`src/rtl/store_queue_pkg.sv`:
```
// Shared store-queue definitions (package sys_defs).
//   SQ_DEPTH        number of store-queue entries (power of 2)
//   LSQ             entry index width, also the width of a load's tail_pos
//   SQ_ENTRY        one queue entry {resolved, addr, data, usebytes}
//   LOAD_SQ_PACKET  load FU lookup request {addr, tail_pos}
//   SQ_LOAD_PACKET  lookup answer {stall, usebytes, data}
package sys_defs;

    localparam int unsigned SQ_DEPTH = 8;
    localparam int unsigned LSQ      = $clog2(SQ_DEPTH);

    typedef struct packed {
        logic        resolved;
        logic [31:0] addr;
        logic [31:0] data;
        logic [3:0]  usebytes;
    } SQ_ENTRY;

    typedef struct packed {
        logic [31:0]    addr;
        logic [LSQ-1:0] tail_pos;
    } LOAD_SQ_PACKET;

    typedef struct packed {
        logic        stall;
        logic [3:0]  usebytes;
        logic [31:0] data;
    } SQ_LOAD_PACKET;

endpackage

```
`src/rtl/store_queue_sq_forward.sv`:
```
// Combinational store-to-load forwarding for the store queue.
//   entries    full entry array (physical order)
//   head       index of the oldest live entry
//   live       number of live entries (tail - head, 0..SQ_DEPTH)
//   sq_lookup  load address and the load's tail_pos
//   sq_result  stall, or per-byte forwarded data from the youngest older store
module sq_forward
    import sys_defs::*;
(
    input  SQ_ENTRY [SQ_DEPTH-1:0] entries,
    input  logic    [LSQ-1:0]      head,
    input  logic    [LSQ:0]        live,
    input  LOAD_SQ_PACKET          sq_lookup,
    output SQ_LOAD_PACKET          sq_result
);

    SQ_ENTRY [SQ_DEPTH-1:0] aged;
    logic    [SQ_DEPTH-1:0] older;
    logic    [LSQ-1:0]      n_older;
    logic                   stall;
    logic    [3:0]          usebytes;
    logic    [31:0]         data;

    // Age order: aged[0] is the oldest entry (head), higher index is younger.
    assign n_older = sq_lookup.tail_pos - head;

    always_comb begin
        for (int unsigned i = 0; i < SQ_DEPTH; i++) begin
            aged[i]  = entries[head + LSQ'(i)];
            // Positions at or beyond tail are free slots, never older stores.
            older[i] = (LSQ'(i) < n_older) && ((LSQ + 1)'(i) < live);
        end
    end

    always_comb begin
        stall    = 1'b0;
        usebytes = '0;
        data     = '0;
        for (int unsigned i = 0; i < SQ_DEPTH; i++) begin
            if (older[i] && !aged[i].resolved) begin
                stall = 1'b1;
            end
        end
        // Walk oldest to youngest so the youngest matching store wins each byte.
        for (int unsigned i = 0; i < SQ_DEPTH; i++) begin
            if (older[i] && (aged[i].addr == sq_lookup.addr)) begin
                for (int unsigned b = 0; b < 4; b++) begin
                    if (aged[i].usebytes[b]) begin
                        usebytes[b]    = 1'b1;
                        data[8*b +: 8] = aged[i].data[8*b +: 8];
                    end
                end
            end
        end
        if (stall) begin
            sq_result = '{stall: 1'b1, usebytes: 4'b0, data: 32'b0};
        end else begin
            sq_result = '{stall: 1'b0, usebytes: usebytes, data: data};
        end
    end

endmodule

```
`src/rtl/store_queue.sv`:
```
// In-order circular store queue.
//   clock/reset_n     clock, asynchronous active-low reset
//   dp_*              store dispatch: allocate entry at tail, report its index
//   ex_*              store FU result: fill address/data/byte enables of an entry
//   rt_valid          ROB retires (commits) the oldest uncommitted store
//   squash            drop all uncommitted entries
//   sq_lookup/result  0-cycle load forwarding lookup
//   dc_wr_*           drain committed, resolved stores to the D-cache in order
module store_queue
    import sys_defs::*;
(
    input  logic                 clock,
    input  logic                 reset_n,
    input  logic                 dp_valid,
    output logic                 dp_ready,
    output logic [LSQ-1:0]       dp_tail,
    input  logic                 ex_valid,
    input  logic [LSQ-1:0]       ex_idx,
    input  logic [31:0]          ex_addr,
    input  logic [31:0]          ex_data,
    input  logic [3:0]           ex_usebytes,
    input  logic                 rt_valid,
    input  logic                 squash,
    input  LOAD_SQ_PACKET        sq_lookup,
    output SQ_LOAD_PACKET        sq_result,
    output logic                 dc_wr_valid,
    input  logic                 dc_wr_ready,
    output logic [31:0]          dc_wr_addr,
    output logic [31:0]          dc_wr_data,
    output logic [3:0]           dc_wr_bytes
);

    // Pointers carry one extra wrap bit to tell full from empty.
    logic [LSQ:0] head_q, head_d;
    logic [LSQ:0] commit_q, commit_d;
    logic [LSQ:0] tail_q, tail_d;

    SQ_ENTRY [SQ_DEPTH-1:0] entries_q;

    logic [LSQ-1:0] head_idx;
    logic [LSQ-1:0] tail_idx;
    logic           full;
    logic           dp_fire;
    logic           ex_fire;
    logic           drain_fire;

    assign head_idx = head_q[LSQ-1:0];
    assign tail_idx = tail_q[LSQ-1:0];
    assign full     = (head_idx == tail_idx) && (head_q[LSQ] != tail_q[LSQ]);

    assign dp_ready = !full;
    assign dp_tail  = tail_idx;

    // Dispatch and execute are dropped in a squash cycle; full is judged
    // before any drain in the same cycle.
    assign dp_fire = dp_valid && !full && !squash;
    assign ex_fire = ex_valid && !squash;

    assign dc_wr_valid = (head_q != commit_q) && entries_q[head_idx].resolved;
    assign dc_wr_addr  = entries_q[head_idx].addr;
    assign dc_wr_data  = entries_q[head_idx].data;
    assign dc_wr_bytes = entries_q[head_idx].usebytes;
    assign drain_fire  = dc_wr_valid && dc_wr_ready;

    always_comb begin
        head_d   = head_q + (LSQ + 1)'(drain_fire);
        commit_d = commit_q + (LSQ + 1)'(rt_valid);
        // A retire in the squash cycle still counts, so squash lands on it.
        tail_d   = squash ? commit_d : tail_q + (LSQ + 1)'(dp_fire);
    end

    always_ff @(posedge clock or negedge reset_n) begin
        if (!reset_n) begin
            head_q    <= '0;
            commit_q  <= '0;
            tail_q    <= '0;
            entries_q <= '0;
        end else begin
            head_q   <= head_d;
            commit_q <= commit_d;
            tail_q   <= tail_d;
            if (dp_fire) begin
                entries_q[tail_idx].resolved <= 1'b0;
            end
            if (ex_fire) begin
                entries_q[ex_idx] <= '{resolved: 1'b1, addr: ex_addr, data: ex_data,
                                       usebytes: ex_usebytes};
            end
            if (drain_fire) begin
                entries_q[head_idx].resolved <= 1'b0;
            end
        end
    end

    sq_forward u_sq_forward (
        .entries   (entries_q),
        .head      (head_idx),
        .live      (tail_q - head_q),
        .sq_lookup (sq_lookup),
        .sq_result (sq_result)
    );

endmodule

```
`config.mk`:
```
export PLATFORM = sky130hd
export DESIGN_NAME = store_queue
export DESIGN_NICKNAME = d
export VERILOG_FILES = /design/src/rtl/store_queue_pkg.sv /design/src/rtl/store_queue_sq_forward.sv /design/src/rtl/store_queue.sv
export SDC_FILE = /design/constraint.sdc
export NUM_CORES = 2
export LEC_CHECK = 0
export CAP_MARGIN = 10
export CORE_MARGIN = 5
export CORE_UTILIZATION = 35
export CTS_CLUSTER_SIZE = 40
export DETAILED_ROUTE_END_ITERATION = 12
export SLEW_MARGIN = 20
export SYNTH_ARGS = -nofsm -noshare
export SYNTH_HDL_FRONTEND = slang
export SYNTH_SLANG_ARGS = --single-unit
```
`constraint.sdc`:
```
create_clock -name clock -period 7.23 [get_ports clock]
set_clock_uncertainty 0.05 [all_clocks]
set_input_delay 1.0845 -clock clock [delete_from_list [all_inputs] [get_ports clock]]
set_output_delay 1.0845 -clock clock [all_outputs]
set_load 0.005 [all_outputs]
```
==> flow_summary_export.csv <==
group,metric,value,unit
job,drv_cap,0,
cts,clkSlewWorstSetupHoldPaths,60,ps
routing,wl,195.3,mm
grt,grt_max_degree,153,
layout,fin_cells,6322,
cts,cts_tree,"built",
grt,antenna_found_initial,25,
sta,timing.final.crit_share,99.20,%
grt,grt_pass1_wl,285.2,mm
sta,finalHoldViolations,0,
layout,fin_nets,4493,
routing,routedWlPerCell,30.89,um
cts,htreeDepth,3,
layout,drive_above_1_share,35.32,%
synth,synthesis.area,0.05005,mm2
routing,drt_iter0_markers,5025,
sta,tightestPinTransition,1142,ps
outcome,status,"finished clean",
cts,clock_path_buffers,3,
routing,drc,0,
routing,viasPerCell,6.535,
pwr,p_leak,22.50,nW
min_path,hp-class,"primary input to asynchronous set/reset pin",
synth,ys_seq_area_share,28.20,%
place,dp_cells,6140,
place,io_buffers,222,
cts,cts_buffers,73,
critical_path,required,6100,ps
synth,synth_area_per_cell,11.86,um2
sta,layout_min_cycle_time,7172,ps
layout,final_area,0.05759,mm2
floorplanning,top_level_ports,223,
sta,report.final.slew_viol_count,0,
synth,synth_top_area_share,28.20,%
layout,final_common_cell,"mux2_2",
synth,synth_seq_cells,564,
floorplanning,core-area,0.1418,mm2
critical_path,crit_path_start_kind,"flip-flop",
place,placed_area,0.05439,mm2
routing,ant_nets,0,
floorplanning,num_rows,138,
sta,fmax,0.1394,GHz
synth,yosys.area.top_type,"dfrtp_1",
grt,grt_overflow,0,
routing,drt-pass1-iter-count,8,
critical_path,end_kind,"primary output",
sta,finalSetupViolCount,0,
pwr,p_total,31.85,mW
place,gp_congestion,1.013,
floorplanning,die_h,388.2,um
synth,yosysWarnings,0,
synth,ys_types,95,
cts,cts.sinks,564,
grt,groute.usage.overall,25.00,%
critical_path,cp_data_arrival_time,6040,ps
routing,vias,41310,
cts,clock_latency,710,ps
layout,syn_to_final_growth,15.07,%
pwr,powerDensity,553.0,mW/mm2
place,dp_hpwl,131.4,mm
synth,synth.area.top_cells,"dfrtp_1 (28%), mux4_2 (24%), mux2_2 (13%)",
critical_path,worstSetupPathType,"flip-flop to primary output",
sta,maxSlewHeadroom,23.85,%
grt,grt_pass1_vias,40260,
floorplanning,start_util,35.31,%
floorplanning,die_w,388.2,um
floorplanning,die_area,0.1507,mm2
layout,layout_common_cells,"mux2_2 (587), dfrtp_1 (561), mux4_2 (534)",
cts,cts_root_buf,"clkbuf_16",
synth,synth_edf_count,0,
synth,ys.flop_type,"dfrtp_1",
synth,synth_cells,4220,
synth,async_reset_ff_share,100.0,%
pwr,vdd_ir_drop_max,0.4814,mV
synth,syn_nets,4351,
critical_path,cp_max_fo,45,
==> layout make-up <==
cell class                      instances  area, um2
Sequential cell                       564      14120
Inverter                               43      167.7
Clock inverter                         29      385.4
Multi-Input combinational cell       3229      33980
Clock buffer                          101       2062
Fill cell                           13350      84170
Timing Repair Buffer                  451       4474
Antenna cell                           15      37.54
Tap cell                             1890       2365
==> final timing paths <==
kind / from / to / slack, ps / depth (start not counted)
max: head_q[1] / sq_result[18] / 60 / 16
min reg2reg: commit_q[3] / commit_q[3] / 480 / 1
min: reset_n / asynchronous set/reset pin / 380 / 1
max reg2reg: head_q[0] / head_q[2] / 4060 / 9
min in group clock: commit_q[3] / commit_q[3] / 480 / 1
max in group asynchronous: reset_n / asynchronous set/reset pin / 5350 / 2
==> Yosys cell counts (all sizes together) (11+ instances only) <==
| cell | number |
|---|---|
| nor2 | 74 |
| nand2 | 478 |
| ha | 16 |
| nand4 | 63 |
| o211ai | 66 |
| xnor2 | 175 |
| a221oi | 30 |
| a21o | 12 |
| o21ai | 32 |
| nor4 | 54 |
| o32a | 19 |
| and2 | 18 |
| a21oi | 55 |
| inv | 35 |
| nor3b | 16 |
| mux4 | 537 |
| o221ai | 17 |
| mux2 | 588 |
| a21boi | 18 |
| and3 | 34 |
| nand3b | 37 |
| o22a | 13 |
| clkbuf | 126 |
| nor2b | 13 |
| dfrtp | 564 |
| xor2 | 41 |
| a32oi | 12 |
| buf | 258 |
| nand2b | 16 |
| or3 | 11 |
| nand3 | 52 |
| nor3 | 48 |
| a2111oi | 14 |
| o22ai | 46 |
| a22oi | 77 |
| mux2i | 431 |
==> through the flow <==
| step | worst slack, ps | setup TNS, ps | utilization [%] | hold slack, ps |
|---|---|---|---|---|
| floorplan | 796.5 | 0 | - | 435.6 |
| global placement | 34.62 | 0 | 38.37 | 469.3 |
| detailed placement | 29.17 | 0 | 38.37 | 474.8 |
| CTS | 2.986 | 0 | 40.32 | 389.6 |
| global route | -11.50 | -18.05 | 40.61 | 446.0 |
| finish | 57.88 | 0 | 40.63 | 378.5 |
==> cells by family (layout without fill, tap and decap cells) <==
group / Yosys count / in the layout / synth area share (%)
and+or+nand+nor: 944 / 944 / 9.215
DFF: 564 / 564 / 28.20
xor gates and xnor gates: 216 / 216 / 3.855
buffers and inverters: 427 / 624 / 4.585
muxes: 1556 / 1556 / 46.05
other: 0 / 15 / 0
adders and majority gates: 18 / 18 / 0.4800
AOI/OAI and AO/OA: 495 / 495 / 7.617
==> per-layer routing <==
layer / track usage (%) / up-vias / wire, um
met2: 37.59 / 2427 / 86270
met3: 6.444 / 540 / 19900
met1: 33.49 / 21440 / 77450
met5: 0 / - / 97
li1: - / 16890 / -
met4: 12.57 / 14 / 11590
==> where the power goes <==
group	leakage [nW]	switching, mW	internal, mW
sequential	6.91	1.27	3.93
combinational	14.4	12.6	10.3
clock	1.19	1.56	2.20
total	22.5	15.4	16.4
==> worst max-delay path: stages (launching register included) <==
cell and delay (ps):
dfrtp_4 570, inv_2 170, ha_4 210, xnor2_4 140
buf_12 170, buf_12 280, mux4_2 410, xnor2_1 230
nor4_1 270, a31oi_1 130, a2111oi_1 670, nand4_1 260
buf_12 240, nor4_1 380, o221ai_1 180, o211ai_1 270
clkdlybuf4s50_1 610
==> timing repair <==
item	in CTS	in global routing
endpoints found under the hold margin	0	0
buffers inserted	15	18
pin swaps	4	5
hold buffers	0	0
setup endpoints to repair	36	31
resized for setup	20	27
gates cloned	1	2
No activity file was read; power rests on OpenSTA's default activity.
